File: src/rtl/shift_add_multiplier_if.sv
// ----------------------------------------------------------------------------
// shift_add_multiplier_if
// Handshake bundle for the sequential shift-add multiplier.
//   in_valid / in_ready   : operand transfer (in_1 multiplicand, in_2 multiplier)
//   out_valid / out_ready : product transfer (product, 2*SIZE bits)
// slave  : the multiplier side (accepts operands, offers the product)
// master : the client side (offers operands, accepts the product)
// SIZE must match the SIZE of the multiplier the interface is bound to.
// ----------------------------------------------------------------------------
interface shift_add_multiplier_if #(
   parameter int SIZE = 4
);
   logic                in_valid;
   logic                in_ready;
   logic [SIZE-1:0]     in_1;
   logic [SIZE-1:0]     in_2;
   logic                out_valid;
   logic                out_ready;
   logic [2*SIZE-1:0]   product;

   modport master (
      output in_valid, in_1, in_2, out_ready,
      input  in_ready, out_valid, product
   );

   modport slave (
      input  in_valid, in_1, in_2, out_ready,
      output in_ready, out_valid, product
   );
endinterface

File: src/rtl/shift_add_multiplier.sv
// ----------------------------------------------------------------------------
// shift_add_multiplier
// Sequential unsigned SIZE x SIZE multiplier. One conditional add of the
// multiplicand per cycle through a single SIZE-bit ripple adder (n_fulladdr),
// followed by a right shift of {C,A,Q}. The exact 2*SIZE-bit product is
// offered on a valid/ready handshake.
// Ports:
//   clk   : rising-edge clock
//   rst   : synchronous active-high reset
//   bus   : shift_add_multiplier_if.slave (operand and product handshakes)
//   busy  : high while iterating
// Latency: accept edge = cycle 0, SIZE iteration cycles, out_valid in
// cycle SIZE+1. One product per SIZE+2 cycles with out_ready held high.
// ----------------------------------------------------------------------------

// SIZE-bit ripple-carry adder.
module n_fulladdr #(
   parameter int SIZE = 4
) (
   input  logic [SIZE-1:0] in_1,
   input  logic [SIZE-1:0] in_2,
   input  logic            carry_in,
   output logic [SIZE-1:0] sum,
   output logic            carry_out
);
   always_comb begin
      logic c;
      c   = carry_in;
      sum = '0;
      for (int i = 0; i < SIZE; i++) begin
         sum[i] = in_1[i] ^ in_2[i] ^ c;
         c      = (in_1[i] & in_2[i]) | (c & (in_1[i] ^ in_2[i]));
      end
      carry_out = c;
   end
endmodule

// state | meaning
// ------+--------------------------------------------------------------
// IDLE  | in_ready high, waiting for an operand pair
// CALC  | busy, one add-and-shift per cycle for SIZE cycles
// DONE  | out_valid high, product held until out_ready
module shift_add_multiplier #(
   parameter  int SIZE = 4,
   localparam int CW   = $clog2(SIZE + 1)
) (
   input  logic                    clk,
   input  logic                    rst,
   shift_add_multiplier_if.slave   bus,
   output logic                    busy
);
   typedef enum logic [1:0] {IDLE, CALC, DONE} state_t;

   state_t              r_state;
   state_t              w_state_nxt;

   logic [SIZE-1:0]     r_m;
   logic [SIZE-1:0]     r_a;
   logic [SIZE-1:0]     r_q;
   logic                r_c;
   logic [CW-1:0]       r_count;
   logic [2*SIZE-1:0]   r_product;

   logic [SIZE-1:0]     w_addend;
   logic [SIZE-1:0]     w_sum;
   logic                w_cout;
   logic [SIZE-1:0]     w_a_nxt;
   logic [SIZE-1:0]     w_q_nxt;
   logic                w_last;

   assign w_addend = r_q[0] ? r_m : '0;

   // C is cleared on load and the shift moves the adder carry into A's MSB,
   // so C is always 0 here: this is the same as a tied-low carry-in.
   n_fulladdr #(.SIZE(SIZE)) u_add (
      .in_1      (r_a),
      .in_2      (w_addend),
      .carry_in  (r_c),
      .sum       (w_sum),
      .carry_out (w_cout)
   );

   // {C,A,Q} <= {0, carry_out, sum, Q} >> 1
   assign w_a_nxt = {w_cout, w_sum[SIZE-1:1]};
   assign w_q_nxt = {w_sum[0], r_q[SIZE-1:1]};
   assign w_last  = (r_count == CW'(SIZE - 1));

   always_ff @(posedge clk) begin
      if (rst) r_state <= IDLE;
      else     r_state <= w_state_nxt;
   end

   always_comb begin
      w_state_nxt = r_state;
      unique case (r_state)
         IDLE:    if (bus.in_valid)  w_state_nxt = CALC;
         CALC:    if (w_last)        w_state_nxt = DONE;
         DONE:    if (bus.out_ready) w_state_nxt = IDLE;
         default:                    w_state_nxt = IDLE;
      endcase
   end

   // Handshake outputs decode the state register only.
   assign bus.in_ready  = (r_state == IDLE);
   assign bus.out_valid = (r_state == DONE);
   assign busy          = (r_state == CALC);
   assign bus.product   = r_product;

   always_ff @(posedge clk) begin
      if (rst) begin
         r_m       <= '0;
         r_a       <= '0;
         r_q       <= '0;
         r_c       <= 1'b0;
         r_count   <= '0;
         r_product <= '0;
      end else begin
         unique case (r_state)
            IDLE: begin
               if (bus.in_valid) begin
                  r_m     <= bus.in_1;
                  r_q     <= bus.in_2;
                  r_a     <= '0;
                  r_c     <= 1'b0;
                  r_count <= '0;
               end
            end
            CALC: begin
               r_c     <= 1'b0;
               r_a     <= w_a_nxt;
               r_q     <= w_q_nxt;
               r_count <= r_count + 1'b1;
               if (w_last) r_product <= {w_a_nxt, w_q_nxt};
            end
            default: ;
         endcase
      end
   end
endmodule

File: src/flat_wrapper.sv
// flat-port wrapper written by rule: the top's interface ports become plain ports
module shift_add_multiplier_flat 
#(
   parameter  int SIZE = 4,
   localparam int CW   = $clog2(SIZE + 1)
)
  (clk, rst, busy, bus_in_valid, bus_in_1, bus_in_2, bus_out_ready, bus_in_ready, bus_out_valid, bus_product);
  shift_add_multiplier_if #(.SIZE(SIZE)) bus_i ();
  input  logic clk;
  input  logic rst;
  output logic busy;
  input wire logic [$bits(bus_i.in_valid)-1:0] bus_in_valid;
  input wire logic [$bits(bus_i.in_1)-1:0] bus_in_1;
  input wire logic [$bits(bus_i.in_2)-1:0] bus_in_2;
  input wire logic [$bits(bus_i.out_ready)-1:0] bus_out_ready;
  output wire logic [$bits(bus_i.in_ready)-1:0] bus_in_ready;
  output wire logic [$bits(bus_i.out_valid)-1:0] bus_out_valid;
  output wire logic [$bits(bus_i.product)-1:0] bus_product;
  assign bus_i.in_valid = bus_in_valid;
  assign bus_i.in_1 = bus_in_1;
  assign bus_i.in_2 = bus_in_2;
  assign bus_i.out_ready = bus_out_ready;
  assign bus_in_ready = bus_i.in_ready;
  assign bus_out_valid = bus_i.out_valid;
  assign bus_product = bus_i.product;
  shift_add_multiplier #(.SIZE(SIZE)) u_core (.clk(clk), .rst(rst), .bus(bus_i), .busy(busy));
endmodule
File: config.mk
export PLATFORM = sky130hd
export DESIGN_NAME = shift_add_multiplier_flat
export DESIGN_NICKNAME = d
export VERILOG_FILES = /design/src/rtl/shift_add_multiplier_if.sv /design/src/rtl/shift_add_multiplier.sv /design/src/flat_wrapper.sv
export SDC_FILE = /design/constraint.sdc
export NUM_CORES = 1
export LEC_CHECK = 0
export CORE_MARGIN = 3
export CORE_UTILIZATION = 50
export CTS_BUF_LIST = sky130_fd_sc_hd__clkbuf_8
export DETAILED_ROUTE_END_ITERATION = 8
export PLACE_DENSITY_LB_ADDON = 0.05
export SLEW_MARGIN = 20
export SYNTH_ARGS = -nofsm -noshare
export SYNTH_HDL_FRONTEND = slang
export SYNTH_SLANG_ARGS = --single-unit
File: constraint.sdc
create_clock -name clk -period 4.25 [get_ports clk]
set_clock_uncertainty 0.2 [all_clocks]
set_input_delay 0.425 -clock clk [delete_from_list [all_inputs] [get_ports clk]]
set_output_delay 0.425 -clock clk [all_outputs]
set_load 0.01 [all_outputs]
==> results.tsv <==
stage	metric	value	unit
global_route	antenna_found_initial	0	
place	dp_hpwl	1546	um
synthesis	synth_area_per_cell	9.978	um^2
drt	via_count	841	
finish	area_growth	18.49	%
clock_network	htreeDepth	1	
synthesis	yosysSeqAreaShare	42.51	%
drt	wl_met2	1040	um
global_route	grt.overflow.total	0	
worst_setup_path	crit_path_max_incr_delay	0.46	ns
drt	route.met3.wl	69	um
drt	drt-initial-drc-count	18	
status	outcome	finished, final reports clean	
floorplanning	coreArea	2102	um^2
timing	slew_violations	0	
synthesis	syn_inst	118	
finish	fillCellCount	187	
clock_network	cts_buffers	3	
place	gp_congestion	0.7815	
finish	num_antenna_cells	0	
timing	finalCritPeriodShare	63.33	%
finish	regArea	500.5	um^2
synthesis	ys.flop_type	dfxtp_1	
drt	drt-pass1-iter-count	4	
timing	max_freq	0.3715	GHz
drt	top_layer	met4	
global_route	grt_max_degree	30	
worst_setup_path	cp.required	4.22	ns
clock_network	cts_tree	done	
synthesis	synth_edf_count	0	
drt	wl	2209	um
pwr	peakVddDrop	201.5	uV
place	io_buffers	22	
clock_network	clkLatencyLatePin	0.26	ns
clock_network	post_cts_buffers	0	
timing	hold_slack	0.2622	ns
drt	final_antenna_net_count	0	
timing	worst_slew_pin_slew	0.7387	ns
floorplanning	start_util	56.01	%
finish	drive_above_1_share	12.59	%
synthesis	synthArstFlopShare	0	%
pwr	powerDensity	312.4	nW/um^2
synthesis	syn-cell-area	1177	um^2
worst_setup_path	end_kind	flop	
finish	layout.nets	154	
floorplanning	die_y	54.53	um
floorplanning	rows	16	
clock_network	clk_pin_slew	0.09	ns
worst_setup_path	arrival	2.66	ns
worst_setup_path	worstSetupPathType	flop to flop	
clock_network	holdBufCountCts	0	
global_route	track_usage	17.48	%
worst_setup_path	cp-start-kind	flop	
timing	rsz0062_at_grt	no	
global_route	grt_pass1_wl	3774	um
pwr	p_total	0.4359	mW
timing	min_period	2.691	ns
clock_network	root_buffer	clkbuf_8	
run	cap_viol_max_count	0	
floorplanning	io-pin-count	23	
drt	wl_met1	1091	um
clock_network	cts_sinks	25	
worst_setup_path	crit_top_cell	fa_1	
synthesis	syn-num-nets	136	
worst_setup_path	path_cells	and2_1, ha_1, inv_1, fa_1, fa_1, fa_1, or3_1, o41ai_1	
timing	fin_setup_tns	0	ns
timing	report.final.hold_viol_count	0	
worst_setup_path	slowest_stage	fa_1	
finish	final_core_util	66.37	%
drt	post_drt_wl_per_cell	13.64	um
synthesis	ys_types	30	
synthesis	yosysWarnings	0	
timing	finalSetupViolCount	0	
synthesis	ys_seq_elements	25	
timing	slew-limit-headroom	50.75	%
clock_network	cts_resized	0	
drt	drt_drc_violations_left	0	
floorplanning	die_x	54.53	um
pwr	leakagePower	0.4870	nW
worst_setup_path	worstPathMaxFanout	5	
global_route	grt_pass1_vias	832	
clock_network	cts_buffer_depth	2	
min_path	hp-class	flop to flop	
finish	multi_input_area	571.8	um^2
drt	viasPerCell	5.191	
floorplanning	fp.dieArea	2973	um^2
[routing by layer]
layer	track usage [%]	up-vias
met3	3.270	2
met1	23.10	394
met2	29.48	13
li1	-	432
met4	3.734	0
met5	0	-
[cell usage after synthesis (2+ instances only)]
cell,number,area (um^2)
a211oi_1,4,30.03
a211oi_2,4,50.05
a21oi_1,7,35.03
buf_2,3,15.01
buf_6,3,33.78
dfxtp_1,25,500.5
fa_1,3,60.06
ha_1,3,37.54
inv_1,6,22.52
mux2i_1,8,80.08
nand2_1,12,45.04
nand2b_1,2,12.51
nand3_1,2,10.01
nor2_1,11,41.29
nor2_2,5,31.28
o41ai_1,3,26.28
or3_1,4,25.02
[worst max-delay path, delay by kind of cell, from the launching register on]
| family | cells | cell delay [ns] |
|---|---|---|
| AO/OA/AOI/OAI | 1 | 0.06 |
| adder cells (fa/ha/maj) | 4 | 1.35 |
| buffers and inverters | 1 | 0.04 |
| flip-flops | 1 | 0.41 |
| AND/OR/NAND/NOR | 2 | 0.52 |
[flip-flops by register name, indices dropped and copies added, names as in the netlist]
signal and flops:
u_core.r_q 4, u_core.r_a 4, u_core.r_m 4, u_core.bus.product 8, u_core.r_state 2, u_core.r_count 3
[report_power, final]
part | internal [mW] | leakage (nW) | switching [mW]
Clock | 0.0645 | 0.0269 | 0.0706
Combinational | 0.0243 | 0.257 | 0.0258
Sequential | 0.242 | 0.204 | 0.00831
Total | 0.331 | 0.487 | 0.105
[metrics by stage]
step	cells	cell area, um^2	worst slack [ns]
floorplan	118	1177	1.679
global placement	158	1355	1.630
detailed placement	158	1355	1.572
CTS	162	1400	1.539
global route	162	1395	1.425
finish	162	1395	1.559
[kinds of logic after synthesis]
group           after synthesis  share of synthesized area (%)
compound gates               21                          14.88
simple gates                 41                          17.64
flops                        25                          42.51
fa+ha+maj                     6                          8.290
buf+inv                      16                          8.926
mux                           9                          7.758
[placed cells by master, fill, tap and decap left out]
cell and n:
a211oi_1 4, a21oi_1 7, nand3_1 2, o41ai_1 3
and2_1 1, inv_1 7, o32ai_2 1, mux2_2 1
nor2b_1 1, or3_1 4, and3b_1 1, o21ba_1 1
ha_1 3, nor2_1 11, o21a_1 1, dfxtp_1 25
clkbuf_8 3, or3b_1 1, nand2_1 12, nor3b_2 1
mux2i_1 8, nor2_2 5, a211oi_2 4, nand2b_1 2
buf_2 1, fa_1 3, inv_4 1, clkdlybuf4s50_1 21
[final timing paths]
kind,endpoint,slack (ns),startpoint,cells after the start
max,u_core.r_a[2]$_SDFFE_PP0P_,1.56,u_core.r_q[0]$_SDFFE_PP0P_,8
max reg2reg,u_core.r_a[2]$_SDFFE_PP0P_,1.56,u_core.r_q[0]$_SDFFE_PP0P_,8
min reg2reg,u_core.r_m[0]$_SDFFE_PP0P_,0.26,u_core.r_m[0]$_SDFFE_PP0P_,2
min,u_core.r_m[0]$_SDFFE_PP0P_,0.26,u_core.r_m[0]$_SDFFE_PP0P_,2
[layout make-up]
type                            count  share of cell area [%]
Multi-Input combinational cell     77                   40.99
Clock inverter                      1                  0.2691
Sequential cell                    25                   35.87
Clock buffer                        3                   2.960
Tap cell                           27                   2.422
Inverter                            7                   2.063
Timing Repair Buffer               22                   15.43
(Power assumes the default switching activity.)
